$ cat config.mk
export PLATFORM = sky130hd
export DESIGN_NAME = adc_sample_packer
export DESIGN_NICKNAME = d
export VERILOG_FILES = /design/src/rtl/adc_sample_packer.sv
export SDC_FILE = /design/constraint.sdc
export NUM_CORES = 1
export LEC_CHECK = 0
export BUFFER_PORTS_ARGS = -buffer_cell sky130_fd_sc_hd__buf_4
export CAP_MARGIN = 0
export CELL_PAD_IN_SITES_DETAIL_PLACEMENT = 1
export CELL_PAD_IN_SITES_GLOBAL_PLACEMENT = 2
export CORE_MARGIN = 1
export CORE_UTILIZATION = 31
export DETAILED_ROUTE_END_ITERATION = 7
export PLACE_DENSITY_LB_ADDON = 0.1
export SLEW_MARGIN = 25
export SYNTH_ARGS = -nofsm -noshare
export SYNTH_HDL_FRONTEND = slang
export SYNTH_SLANG_ARGS = --single-unit
$ cat constraint.sdc
create_clock -name clk -period 2.4 [get_ports clk]
set_input_delay 0.48 -clock clk [delete_from_list [all_inputs] [get_ports clk]]
set_output_delay 0.48 -clock clk [all_outputs]
set_load 0.02 [all_outputs]
$ cat src/rtl/adc_sample_packer.sv
// ADC/GPIO capture front-end: registers samples, decimates, packs into 32-bit
// words and writes them to the acquisition FIFO, counting words dropped on backpressure.
module adc_sample_packer #(
    parameter int ADC_WIDTH     = 12,
    parameter int GPIO_WIDTH    = 8,
    parameter int DECIM_WIDTH   = 8,
    parameter int OVF_CNT_WIDTH = 16
) (
    input  logic                     clk,
    input  logic                     rst,
    input  logic                     enable,
    input  logic [1:0]               mode,
    input  logic [DECIM_WIDTH-1:0]   decim,
    input  logic [ADC_WIDTH-1:0]     adc0_data,
    input  logic [ADC_WIDTH-1:0]     adc1_data,
    input  logic [GPIO_WIDTH-1:0]    gpio_data,
    input  logic                     out_ready,
    output logic [31:0]              out_data,
    output logic                     out_valid,
    output logic [OVF_CNT_WIDTH-1:0] ovf_count,
    output logic                     ovf_sticky,
    input  logic                     ovf_clear
);

    typedef enum logic [1:0] {
        MODE_DUAL_GPIO = 2'd0,
        MODE_SINGLE_A  = 2'd1,
        MODE_SINGLE_B  = 2'd2,
        MODE_DUAL_16   = 2'd3
    } pack_mode_e;

    if (ADC_WIDTH < 8 || ADC_WIDTH > 16 || 2*ADC_WIDTH + GPIO_WIDTH > 32) begin : g_bad_params
        $error("adc_sample_packer: ADC_WIDTH must be 8..16 and 2*ADC_WIDTH+GPIO_WIDTH <= 32");
    end

    pack_mode_e             active_mode;
    logic [DECIM_WIDTH-1:0] decim_cnt;
    logic                   mode_change;
    logic                   flush;
    logic                   take;

    logic [ADC_WIDTH-1:0]   adc0_q;
    logic [ADC_WIDTH-1:0]   adc1_q;
    logic [GPIO_WIDTH-1:0]  gpio_q;
    logic                   take_q;

    logic [ADC_WIDTH-1:0]   half_data;
    logic                   half_valid;
    logic                   single_mode;
    logic [ADC_WIDTH-1:0]   single_sample;
    logic                   word_done;
    logic                   drop;
    logic [31:0]            word;

    // A mode change or a low enable suppresses the take and abandons any half-built word.
    assign mode_change = (mode != active_mode);
    assign flush       = mode_change || !enable;
    assign take        = enable && !mode_change && (decim_cnt == '0);

    // NOTE: the sample pipeline carries no reset; take_q gates every use of it,
    // so its contents are don't-care until the first take after reset.
    always_ff @(posedge clk) begin
        adc0_q <= adc0_data;
        adc1_q <= adc1_data;
        gpio_q <= gpio_data;
    end

    // NOTE: all sequential state uses non-blocking assignments so every register
    // samples the pre-edge values regardless of statement order.
    always_ff @(posedge clk or posedge rst) begin
        if (rst) begin
            active_mode <= MODE_DUAL_GPIO;
            decim_cnt   <= '0;
            take_q      <= 1'b0;
        end else begin
            active_mode <= pack_mode_e'(mode);
            take_q      <= take;
            if (flush)
                decim_cnt <= '0;
            else if (take)
                decim_cnt <= decim;
            else
                decim_cnt <= decim_cnt - DECIM_WIDTH'(1);
        end
    end

    // NOTE: every always_comb output gets a default first so no path infers a latch.
    always_comb begin
        single_mode   = (active_mode == MODE_SINGLE_A) || (active_mode == MODE_SINGLE_B);
        single_sample = (active_mode == MODE_SINGLE_B) ? adc1_q : adc0_q;
        word          = '0;
        case (active_mode)
            MODE_DUAL_GPIO: word = 32'(adc0_q)
                                 | (32'(gpio_q) << ADC_WIDTH)
                                 | (32'(adc1_q) << (ADC_WIDTH + GPIO_WIDTH));
            MODE_DUAL_16:   word = {16'(adc1_q), 16'(adc0_q)};
            default:        word = {16'(single_sample), 16'(half_data)};
        endcase
        word_done = take_q && (!single_mode || half_valid);
        drop      = word_done && !out_ready;
    end

    always_ff @(posedge clk or posedge rst) begin
        if (rst) begin
            out_data   <= '0;
            out_valid  <= 1'b0;
            half_data  <= '0;
            half_valid <= 1'b0;
            ovf_count  <= '0;
            ovf_sticky <= 1'b0;
        end else begin
            out_valid <= 1'b0;
            if (word_done && out_ready) begin
                out_valid <= 1'b1;
                out_data  <= word;
            end

            if (flush) begin
                half_valid <= 1'b0;
            end else if (take_q && single_mode) begin
                half_valid <= !half_valid;
                if (!half_valid)
                    half_data <= single_sample;
            end

            // A drop in the same cycle as a clear restarts the count at one.
            if (drop) begin
                ovf_sticky <= 1'b1;
                if (ovf_clear)
                    ovf_count <= OVF_CNT_WIDTH'(1);
                else if (ovf_count != '1)
                    ovf_count <= ovf_count + OVF_CNT_WIDTH'(1);
            end else if (ovf_clear) begin
                ovf_count  <= '0;
                ovf_sticky <= 1'b0;
            end
        end
    end

endmodule

==> out/metrics.yaml <==
yosysWarnings: 0
rows: 42
finalHoldViolCount: 0
setup-violations-final: 0
ios: 97
drive_gt1_share_pct: 28.1
cp_common_cell: "nor2_1"
die_w_um: 120
grt_pass1_wl_um: 18200
antenna_found_initial: 0
cp_max_fo: 13
dieArea_um2: 14300
syn_nets: 446
ys_dominant_reg_cell: "dfrtp_1"
grt-busiest-layer: "met2"
gp_congestion: 0.722
drc: 0
synth_edf_count: 0
port_buffers: 96
timing.final.crit_share_pct: 85.0
required_ns: 2.68
powerDensity_nw_per_um2: 895
worst_pin_slew_ns: 0.834
p_sw_uw: 1570
yosysTopAreaCell: "dfrtp_1"
final-max-slew-violation-count: 0
slew-limit-headroom_pct: 44.2
syn-cell-area_um2: 4290
synth_area_per_cell_um2: 10.9
drt-wirelength-per-cell_um: 16.4
skew_ns: 0.0131
yosys.cell_types.count: 40
clk_transition_reported_paths_ns: 0.07
grt_pass1_vias: 3358
ir_drop_mv: 0.389
cts_buffer_depth: 2
ys_ff_latch: 106
dpl_cell_area_um2: 5210
vias: 3208
swShare_pct: 31.9
fin_cells: 667
totalWireLength_um: 11000
clkPwrFrac_pct: 29.1
setup_tns_ns: 0
num-fill-cells: 1497
cts_tree: "built"
arrival_ns: 2.32
design_area_um2: 5490
initial_core_util_pct: 32.2
dp.cells: 651
cts_made_buffers: 9
cts_resized: 0
async_flop_share_pct: 69.8
max_freq_ghz: 0.490
hold_buffers: 0
crit_slowest_cell: "nor2_1"
min_period_ns: 2.04
ant_nets: 0
reg2reg_depth: 5
p_leak_uw: 0.00260
run_status: "completed"
cts_sinks: 106
grt_overflow: 0
netlist_top_cells_area: "dfrtp_1 43%, dfxtp_1 15%, a221oi_1 4.9%"
hpwl_um: 7850
seq_area_frac_synth_pct: 58.1
insertion_delay_ns: 0.36
antenna_cells: 0
min-delay-path-class: "in -> async"
combPwrFrac_pct: 24.6
drtIter0Drc: 183
synth_top_area_share_pct: 43.1
gr-usage-met1_pct: 23.2
postCtsSetupRepairBufs: 0
seqPwrFrac_pct: 46.3
grt_max_degree: 42
cp-start-kind: "flip-flop"
crit_chain: "ha_1 > nor2_1 > nor2_1 > a221oi_1 > nor2_1"
slowest_delay_ns: 0.65
rsz0062_at_grt: "no"
core-area_um2: 13300
dr.pass1.iters: 4
grtUsageMet3_pct: 5.56
syn-instance-count: 393
nets: 539
htreeDepth: 3
gr-usage-met2_pct: 23.8
hold_ws_ns: 0.185
syn_to_final_growth_pct: 28.0
avgViaCountPerCell: 4.81
root_buffer: "clkbuf_16"
internal_power_uw: 3350
track_usage_pct: 16.7
die_h_um: 120
end_kind: "flip-flop"
critPathKind: "reg -> reg"
cap_violations: 0
layer usage:
layer  routed length (um)  vias to the layer above
met5                    0                        -
met4                  177                        0
met3                  654                       11
met2                 4620                       66
met1                 5510                     1559
li1                     -                     1572
synth_stat cells, drive strengths merged (5+ instances only):
cell and number:
a211oi 19, a221oi 24, mux2i 14, dfrtp 74
nor3 5, inv 9, dfxtp 32, nor2 45
nand2 41, xor2 10, nand3 20, a21o 12
a21oi 16, buf 10, clkbuf 13, ha 6
o21ai 15, xnor2 8
state kept, by name, summed over array words and instances (netlist names):
signal / cells
out_data: 32
ovf_count: 16
adc0_q: 12
adc1_q: 12
half_data: 12
decim_cnt: 8
gpio_q: 8
active_mode: 2
half_valid: 1
out_valid: 1
ovf_sticky: 1
take_q: 1
kinds of logic (layout without fill, tap and decap cells):
kind of cell               after synthesis  count (layout)  share of synthesized area (%)
and+or+nand+nor                        126             126                           14.5
DFF                                    106             106                           58.1
AOI/OAI and AO/OA                       90              90                           15.2
buffers and inverters                   32             130                           3.35
xor gates and xnor gates                18              18                           3.67
muxes                                   15              15                           3.53
adders and majority gates                6               6                           1.75
stage by stage:
stage | total power (uW) | setup slack, ns | utilization, %
2_1_floorplan | 2990 | 0.0384 | -
5_1_grt | 5210 | 0.151 | 41.1
6_report | 4920 | 0.361 | 41.1
3_3_place_gp | 3520 | 0.414 | 39.0
4_1_cts | 5010 | 0.336 | 41.1
3_5_place_dp | 3550 | 0.370 | 39.0
layout make-up:
class,instances,area (um2),share of cell area (%)
clock inverter,7,57.6,1.05
inverter,9,35.0,0.638
sequential,106,2490,45.4
timing repair buffer,105,801,14.6
multi-input combinational,255,1660,30.2
tap,176,220,4.01
clock buffer,9,225,4.10
power by group through the flow:
stage | logic, uW | clock network (uW) | registers, uW
3_3_place_gp | 1220 | 0 | 2310
6_report | 1210 | 1430 | 2280
4_1_cts | 1240 | 1490 | 2280
5_1_grt | 1340 | 1560 | 2320
3_5_place_dp | 1240 | 0 | 2320
2_1_floorplan | 449 | 0 | 2540
final timing paths:
kind                                 from  slack, ns      endpoint
setup reg to reg           active_mode[1]       0.36   out_data[7]
hold reg to reg                 gpio_q[1]       0.45  out_data[13]
setup / recovery           active_mode[1]       0.36   out_data[7]
max in group asynchronous             rst       1.58  half_data[3]
hold / removal                        rst       0.19  ovf_count[6]
min in group clk             gpio_data[6]       0.21     gpio_q[6]
critical path, delay by kind of cell (launching register included):
family	cells	cell delay (ns)
AO/OA/AOI/OAI	1	0.23
adder cells (fa/ha/maj)	1	0.45
AND/OR/NAND/NOR	3	0.86
flip-flops	1	0.41
cell usage in the layout, fill, tap and decap left out, drive strengths merged, types with 3 or more instances in the layout:
master / instances
buf: 105
nand3: 20
a21oi: 16
ha: 6
nand2b: 3
dfrtp: 74
a211oi: 19
nand2: 41
nor3: 5
o21ai: 15
xor2: 10
inv: 12
nand3b: 3
a221oi: 24
dfxtp: 32
nor4: 3
mux2i: 14
xnor2: 8
a21o: 12
nor2: 45
clkbuf: 9
Power figures use the tool's default switching activity.
